[config.mk]
export PLATFORM = sky130hd
export DESIGN_NAME = bist_engine_mc
export DESIGN_NICKNAME = d
export VERILOG_FILES = /design/src/rtl/bist_engine_mc.sv
export SDC_FILE = /design/constraint.sdc
export NUM_CORES = 1
export LEC_CHECK = 0
export CAP_MARGIN = 5
export CORE_UTILIZATION = 51
export CTS_CLUSTER_DIAMETER = 200
export DETAILED_ROUTE_END_ITERATION = 6
export PLACE_DENSITY_LB_ADDON = 0.3
export SLEW_MARGIN = 10
export SYNTH_ARGS = -nofsm -noshare
export SYNTH_HDL_FRONTEND = slang
export SYNTH_SLANG_ARGS = --single-unit
[constraint.sdc]
create_clock -name clk -period 2.25 [get_ports clk]
set_input_delay 0.3375 -clock clk [delete_from_list [all_inputs] [get_ports clk]]
set_output_delay 0.3375 -clock clk [all_outputs]
set_load 0.005 [all_outputs]
[src/rtl/bist_engine_mc.sv]
// bist_engine_mc: scan BIST sequencer. A Galois LFSR feeds NCH chains and a Galois MISR compacts the responses.
// Optional macro BIST_LEARN_EN: the first completed run after reset learns the golden signature.
module bist_engine_mc #(
  parameter int                LFSR_W     = 16,
  parameter logic [LFSR_W-1:0] LFSR_POLY  = 16'h0039,
  parameter logic [LFSR_W-1:0] LFSR_SEED  = 16'h0001,
  parameter int                MISR_W     = 16,
  parameter logic [MISR_W-1:0] MISR_POLY  = 16'h0039,
  parameter int                NCH        = 4,
  parameter int                CHAIN_LEN  = 57,
  parameter int                NPAT       = 2000,
  parameter logic [MISR_W-1:0] GOLDEN_SIG = 16'h0000
) (
  input  logic           clk,
  input  logic           rst,
  input  logic           bistmode,
  output logic           bistdone,
  output logic           bistpass,
  output logic           cut_scanmode,
  output logic [NCH-1:0] cut_sdi,
  input  logic [NCH-1:0] cut_sdo
);

  localparam int SH_W       = (CHAIN_LEN > 1) ? $clog2(CHAIN_LEN) : 1;
  localparam int PC_W       = $clog2(NPAT + 1);
  localparam int TAP_STRIDE = LFSR_W / NCH;
  localparam logic [SH_W-1:0] SH_LAST  = SH_W'(CHAIN_LEN - 1);
  localparam logic [PC_W-1:0] PAT_LAST = PC_W'(NPAT);

  typedef enum logic [2:0] {
    ST_IDLE    = 3'd0,
    ST_SEED    = 3'd1,
    ST_SHIFT   = 3'd2,
    ST_CAPTURE = 3'd3,
    ST_UNLOAD  = 3'd4,
    ST_COMPARE = 3'd5,
    ST_DONE    = 3'd6
  } state_t;

  function automatic logic [LFSR_W-1:0] lfsr_step(input logic [LFSR_W-1:0] q);
    logic [LFSR_W-1:0] n;
    n[0] = q[LFSR_W-1];
    for (int i = 1; i < LFSR_W; i++) n[i] = q[i-1] ^ (q[LFSR_W-1] & LFSR_POLY[i]);
    return n;
  endfunction

  function automatic logic [MISR_W-1:0] misr_step(input logic [MISR_W-1:0] m,
                                                  input logic [MISR_W-1:0] d);
    logic [MISR_W-1:0] n;
    n[0] = m[MISR_W-1] ^ d[0];
    for (int i = 1; i < MISR_W; i++) n[i] = m[i-1] ^ (m[MISR_W-1] & MISR_POLY[i]) ^ d[i];
    return n;
  endfunction

  state_t            r_state, w_state_nxt;
  logic              r_bm_q, r_scanmode, r_done, r_pass;
  logic [LFSR_W-1:0] r_lfsr;
  logic [MISR_W-1:0] r_misr, w_sdo_ext;
  logic [SH_W-1:0]   r_sh_cnt;
  logic [PC_W-1:0]   r_pat_cnt, w_pat_nxt;
  logic              w_seed, w_lfsr_en, w_misr_en, w_sh_inc, w_sh_clr, w_pat_inc;
  logic              w_cmp, w_res_clr, w_match, w_scan_nxt;
  logic [NCH-1:0]    w_sdi;

  assign w_pat_nxt = r_pat_cnt + PC_W'(1);

  always_comb begin
    w_state_nxt = r_state;
    w_seed      = 1'b0;
    w_lfsr_en   = 1'b0;
    w_misr_en   = 1'b0;
    w_sh_inc    = 1'b0;
    w_sh_clr    = 1'b0;
    w_pat_inc   = 1'b0;
    w_cmp       = 1'b0;
    w_res_clr   = 1'b0;
    // Any drop of bistmode before DONE abandons the run without a result.
    case (r_state)
      ST_IDLE: begin
        if (bistmode) w_state_nxt = ST_SEED;
        else          w_state_nxt = ST_IDLE;
      end
      ST_SEED: begin
        if (!bistmode) begin
          w_state_nxt = ST_IDLE;
          w_res_clr   = 1'b1;
        end else begin
          w_seed      = 1'b1;
          w_state_nxt = ST_SHIFT;
        end
      end
      ST_SHIFT, ST_UNLOAD: begin
        if (!bistmode) begin
          w_state_nxt = ST_IDLE;
          w_res_clr   = 1'b1;
        end else begin
          w_lfsr_en = 1'b1;
          w_misr_en = (r_state == ST_UNLOAD) || (r_pat_cnt != '0);
          if (r_sh_cnt == SH_LAST) begin
            w_sh_clr    = 1'b1;
            w_state_nxt = (r_state == ST_UNLOAD) ? ST_COMPARE : ST_CAPTURE;
          end else begin
            w_sh_inc    = 1'b1;
            w_state_nxt = r_state;
          end
        end
      end
      ST_CAPTURE: begin
        if (!bistmode) begin
          w_state_nxt = ST_IDLE;
          w_res_clr   = 1'b1;
        end else begin
          w_pat_inc = 1'b1;
          if (w_pat_nxt == PAT_LAST) w_state_nxt = ST_UNLOAD;
          else                       w_state_nxt = ST_SHIFT;
        end
      end
      ST_COMPARE: begin
        if (!bistmode) begin
          w_state_nxt = ST_IDLE;
          w_res_clr   = 1'b1;
        end else begin
          w_cmp       = 1'b1;
          w_state_nxt = ST_DONE;
        end
      end
      ST_DONE: begin
        if (bistmode && !r_bm_q) begin
          w_state_nxt = ST_SEED;
          w_res_clr   = 1'b1;
        end else begin
          w_state_nxt = ST_DONE;
        end
      end
      default: w_state_nxt = ST_IDLE;
    endcase
    w_scan_nxt = (w_state_nxt == ST_SHIFT) || (w_state_nxt == ST_UNLOAD);
  end

  // State, bistmode edge history and the registered scan-enable.
  always_ff @(posedge clk or negedge rst) begin
    if (!rst) begin
      r_state    <= ST_IDLE;
      r_bm_q     <= 1'b0;
      r_scanmode <= 1'b0;
    end else begin
      r_state    <= w_state_nxt;
      r_bm_q     <= bistmode;
      r_scanmode <= w_scan_nxt;
    end
  end

  // Pattern generator and signature compactor.
  always_ff @(posedge clk or negedge rst) begin
    if (!rst) begin
      r_lfsr <= LFSR_SEED;
      r_misr <= '0;
    end else begin
      if (w_seed)         r_lfsr <= LFSR_SEED;
      else if (w_lfsr_en) r_lfsr <= lfsr_step(r_lfsr);
      if (w_seed)         r_misr <= '0;
      else if (w_misr_en) r_misr <= misr_step(r_misr, w_sdo_ext);
    end
  end

  // Shift and pattern counters.
  always_ff @(posedge clk or negedge rst) begin
    if (!rst) begin
      r_sh_cnt  <= '0;
      r_pat_cnt <= '0;
    end else begin
      if (w_seed || w_sh_clr) r_sh_cnt <= '0;
      else if (w_sh_inc)      r_sh_cnt <= r_sh_cnt + SH_W'(1);
      if (w_seed)             r_pat_cnt <= '0;
      else if (w_pat_inc)     r_pat_cnt <= w_pat_nxt;
    end
  end

`ifdef BIST_LEARN_EN
  logic              r_learn;
  logic [MISR_W-1:0] r_golden;

  // First completed compare after reset captures the reference signature.
  always_ff @(posedge clk or negedge rst) begin
    if (!rst) begin
      r_learn  <= 1'b1;
      r_golden <= '0;
    end else if (w_cmp && r_learn) begin
      r_learn  <= 1'b0;
      r_golden <= r_misr;
    end
  end

  assign w_match = r_learn ? 1'b1 : (r_misr == r_golden);
`else
  assign w_match = (r_misr == GOLDEN_SIG);
`endif

  // Result flags.
  always_ff @(posedge clk or negedge rst) begin
    if (!rst) begin
      r_done <= 1'b0;
      r_pass <= 1'b0;
    end else if (w_res_clr) begin
      r_done <= 1'b0;
      r_pass <= 1'b0;
    end else if (w_cmp) begin
      r_done <= 1'b1;
      r_pass <= w_match;
    end
  end

  always_comb begin
    w_sdo_ext = '0;
    for (int k = 0; k < NCH; k++) w_sdo_ext[k] = cut_sdo[k];
  end

  // Chains are fed from evenly spaced LFSR stages.
  always_comb begin
    w_sdi = '0;
    if (r_scanmode) begin
      for (int k = 0; k < NCH; k++) w_sdi[k] = r_lfsr[k*TAP_STRIDE];
    end else begin
      w_sdi = '0;
    end
  end

  assign cut_sdi      = w_sdi;
  assign cut_scanmode = r_scanmode;
  assign bistdone     = r_done;
  assign bistpass     = r_pass;

endmodule

---- Word-level counts from Yosys, hierarchy flattened ----
Cells that the tools add are included.
word-level totals
  flip-flop bits (word level) ............. 56
  input bits .............................. 7
  output and inout bits ................... 7
  word-level logic and storage cells ...... 85
operators by class
  add/subtract/negate cells ............... 2
  equality and inequality tests ........... 10
  muxes and demuxes ....................... 39
  bitwise gates (word level) .............. 10
  reduce and logical (&&, ||, !) cells .... 15
operator list
  operator               number
  $mux 16                4
  $mux 11                2
  $mux 3                 7
  $mux 1                 20
  $pmux 3 s6             1
  $logic_not 16->1       1
  $eq 3x3->1 const B     4
  $mux 6                 2
  $add 11x1->11 const B  1
  $eq 11x11->1 const B   1
  $reduce_bool 11->1     1
  $reduce_bool 2->1      5
  $xor 1x1->1            10
  $eq 3x2->1 const B     3
  $add 6x1->6 const B    1
  $eq 6x6->1 const B     1
  $reduce_or 5->1        1
  $mux 4                 1
  $eq 3x1->1 const B     1
  $logic_not 3->1        1
  $logic_or 1x1->1       3
  $mux 2                 1
  $pmux 1 s2             1
  $reduce_or 2->1        1
  2 further kinds        2

---- Longest topological paths before layout ----
  depth in word-level cells ............... 7
  depth in mapped cells ................... 8
  gate-level depth less buffers ........... 7

---- Worst setup path after synthesis ----
Ideal clock, no wire load.
  path type ............................... reg-to-reg
  from .................................... register r_pat_cnt[0]
  to ...................................... register r_misr[2]
  setup time .............................. 0.095 ns
  data arrival time ....................... 1.595 ns
  data required time ...................... 2.155 ns
  path slack .............................. 0.559 ns
  cell stages (with the launch flop) ...... 8
  path buffers ............................ 1
  period minus slack after synthesis ...... 1.691 ns
  path through ............................ dfrtp_1 -> inv_1 -> ha_1 -> nor4b_1 -> a311oi_1 -> o21ai_1 -> buf_2 -> o31ai_1
on the way
  word-level cells in the longest chain between the ends .. 5
ends and longest elaborated chain
  element                      RTL line  RTL
  start, declared              60        logic [PC_W-1:0] r_pat_cnt, w_pat_nxt;
  start signal, assigned       175       else if (w_pat_inc) r_pat_cnt <= w_pat_nxt;
  $reduce_bool 11->1           98        w_misr_en = (r_state == ST_UNLOAD) || (r_pat_cnt != '0);
  $logic_or 1x1->1             98
  $mux 1                       93        if (!bistmode) begin
  $mux 1                       78        case (r_state)
  $reduce_bool 2->1 (no line)  -
  end signal, assigned         162       else if (w_misr_en) r_misr <= misr_step(r_misr, w_sdo_ext);
  end, declared                58        logic [MISR_W-1:0] r_misr, w_sdo_ext;
No other way between the ends.
A chain may end at the register's enable or synchronous reset.

---- Worst setup path after layout ----
  from .................................... register r_pat_cnt[0]
  to ...................................... register r_misr[7]
The elaborated chain is that of the path after synthesis.

==> flow_metrics.env <==
export IMPL_area_growth_syn_to_layout_pct=8.82
export IMPL_setup_viol=0
export IMPL_max_slew_margin=0.544
export IMPL_die_w_um=78.2
export IMPL_tns_ps=0
export IMPL_synth_edff_count=0
export IMPL_synth_area_leaders="dfrtp_1 46%, nand2_1 9.5%, a21oi_1 4.2%"
export IMPL_cp_data_required_time_ps=2450
export IMPL_max_freq_mhz=496
export IMPL_async_reset_ff_frac=1.00
export IMPL_ir_drop_uv=477
export IMPL_nets=341
export IMPL_hold_violations=0
export IMPL_final_core_util=0.582
export IMPL_coreArea_um2=5540
export IMPL_fp_dieH_um=78.2
export IMPL_crit_path_start="r_pat_cnt[0]"
export IMPL_insertion_delay_ps=310
export IMPL_synth_top_family_by_area="simple AND/OR/NAND/NOR gates"
export IMPL_worstPathMaxFanout=32
export IMPL_drt_iter0_markers=113
export IMPL_crit_path_cell_trace="inv_1 -> ha_1 -> nor4b_1 -> a311oi_1 -> o21ai_2 -> buf_4 -> o21ai_0"
export IMPL_grt_max_degree=57
export IMPL_syn_area_um2=2960
export IMPL_power_density_nw_per_um2=974
export IMPL_grt_use_total=0.204
export IMPL_grt_overflow_total=0
export IMPL_syn_inst=326
export IMPL_synth_compound_area_frac=0.191
export IMPL_r2r_start="r_pat_cnt[0]"
export IMPL_critPathMaxStageDelay_ps=480
export IMPL_clock_skew_final_ps=6.49
export IMPL_cts_tree="built"
export IMPL_synth_flop_cell="dfrtp_1"
export IMPL_dp_hpwl_um=3770
export IMPL_dieArea_um2=6120
export IMPL_num_rows=27
export IMPL_cts_buffers_inserted=5
export IMPL_min_path_type="in -> async"
export IMPL_grt_pass1_vias=2167
export IMPL_rsz0062_at_grt="no"
export IMPL_crit_slowest_cell="dfrtp_1"
export IMPL_synth_top_area_frac=0.464
export IMPL_multi_input_area_um2=1430
export IMPL_ys_warn_count=0
export IMPL_clk_pin_slew_ps=100
export IMPL_start_kind="flip-flop"
export IMPL_cap_violations=0
export IMPL_portBuffers=13
export IMPL_ioPinCount=14
export IMPL_fin_crit_ps=2020
export IMPL_cts_htree_levels=2
export IMPL_synthTopCellsByCount="75 x nand2_1, 55 x dfrtp_1, 25 x a21oi_1"
export IMPL_root_buffer="clkbuf_8"
export IMPL_slew_violations=0
export IMPL_synthAdderAreaFrac=0.0169
export IMPL_detail_route_wl_per_cell_um=13.8
export IMPL_cp_buffers_inverters=2
export IMPL_cts_setup_buffers=0
export IMPL_drive_gt1_frac=0.0997
export IMPL_drc=0
export IMPL_num_vias=2285
export IMPL_synth_nets=337
export IMPL_crit_path_end_kind="flip-flop"
export IMPL_synth_xor_area_share=0.0325
export IMPL_area_sequential_um2=1400
export IMPL_p_leak_nw=1.38
export IMPL_avgSynthCellArea_um2=9.09
export IMPL_clkSinkCount=56
export IMPL_yosys_area_top_type="dfrtp_1"
export IMPL_clk_path_buf_depth=2
export IMPL_fin_crit_sh=0.897
export IMPL_crit_arrival_ps=2210
export IMPL_synthMuxAreaShare=0.0186
export IMPL_finalWirelength_um=5580
export IMPL_critPathKind="reg -> reg"
export IMPL_firstDrtPassIters=4
export IMPL_outcome="completed"
export IMPL_seq_area_frac_synth=0.473
export IMPL_fillers=506
export IMPL_synthDistinctLibCells=53
export IMPL_antenna_left=0
export IMPL_yosysMostFrequentCell="nand2_1"
export IMPL_gp_congestion=0.792
export IMPL_tightestPinTransition_ps=685
export IMPL_ctsHoldBuffers=0
export IMPL_grt_pass1_wl_um=9780
export IMPL_ys_ff_latch=56
export IMPL_synth_simple_gate_area_share=0.222
export IMPL_cts_resized=0
export IMPL_antennaDiodeCount=0
export IMPL_viasPerCell=5.67
export IMPL_antenna_found_initial=0
export IMPL_crit_family="compound AO/OA/AOI/OAI gates"
export IMPL_initial_utilization=0.535
==> cells by family (layout without fill, tap and decap cells) <==
| logic type | Yosys count | after routing |
|---|---|---|
| compound gates | 85 | 85 |
| xor+xnor | 11 | 11 |
| fa+ha+maj | 4 | 4 |
| buf+inv | 30 | 35 |
| flops | 56 | 56 |
| mux | 5 | 5 |
| simple gates | 135 | 135 |
==> worst paths after layout <==
path / to / slack [ps] / depth (start not counted)
setup reg to reg: r_misr[7] / 230 / 7
min in group clk: r_lfsr[0] / 500 / 2
max in group asynchronous: r_lfsr[8] / 1660 / 2
hold / removal: r_misr[10] / 140 / 2
setup / recovery: r_misr[7] / 230 / 7
hold reg to reg: r_lfsr[0] / 500 / 2
==> placed cells by master (no fill, tap or decap), types with 4 or more instances in the layout <==
cell and instances:
nor4_1 7, ha_1 4, dfrtp_1 55, a22o_1 8
inv_1 6, nand3_1 4, nor2_1 17, buf_4 8
nand2b_1 4, xnor2_1 9, clkbuf_8 6, nand2_1 75
o21ai_0 21, a311oi_1 5, and2_1 6, a211oi_1 4
o31ai_1 7, a21oi_1 25, clkdlybuf4s50_1 12
==> where the power goes <==
| group | internal, W | switching, W | leakage, nW |
|---|---|---|---|
| Sequential | 0.00128 | 0.000302 | 0.748 |
| Clock | 0.000253 | 0.000333 | 0.0516 |
| Combinational | 0.000435 | 0.000542 | 0.581 |
| Total | 0.00197 | 0.00118 | 1.38 |
==> layout make-up <==
| cell class | count | area share |
|---|---|---|
| inverter | 6 | 0.00698 |
| clock buffer | 6 | 0.0256 |
| sequential | 56 | 0.435 |
| clock inverter | 2 | 0.00427 |
| tap | 72 | 0.0279 |
| timing repair buffer | 21 | 0.0574 |
| multi-input combinational | 240 | 0.443 |
==> metrics by stage <==
stage                     power [W]  std cells  worst slack (ps)  instance area [um2]  hold slack [ps]
final                       0.00314        403               232                 3230              139
after CTS                   0.00317        403               203                 3230              172
after global routing        0.00339        403              41.5                 3230              224
after detailed placement    0.00258        395               212                 3130              487
after floorplan             0.00229        326               559                 2960             41.9
after global placement      0.00253        395               318                 3130              478
==> registers in the layout (all words and copies together), names as in the netlist <==
signal	flops
r_lfsr	16
r_misr	16
r_pat_cnt	11
r_sh_cnt	6
r_state	3
bistdone	1
bistpass	1
cut_scanmode	1
r_bm_q	1
==> routing by layer <==
layer | global-route usage | vias to the layer above | share of wire | routed length [um]
met5 | 0 | - | 0 | 0
met4 | 0.0667 | 0 | 0.012 | 67
met3 | 0.0349 | 6 | 0.031 | 172
met2 | 0.346 | 34 | 0.46 | 2580
met1 | 0.265 | 1100 | 0.50 | 2760
li1 | - | 1145 | - | -
Power figures use the tool's default switching activity.
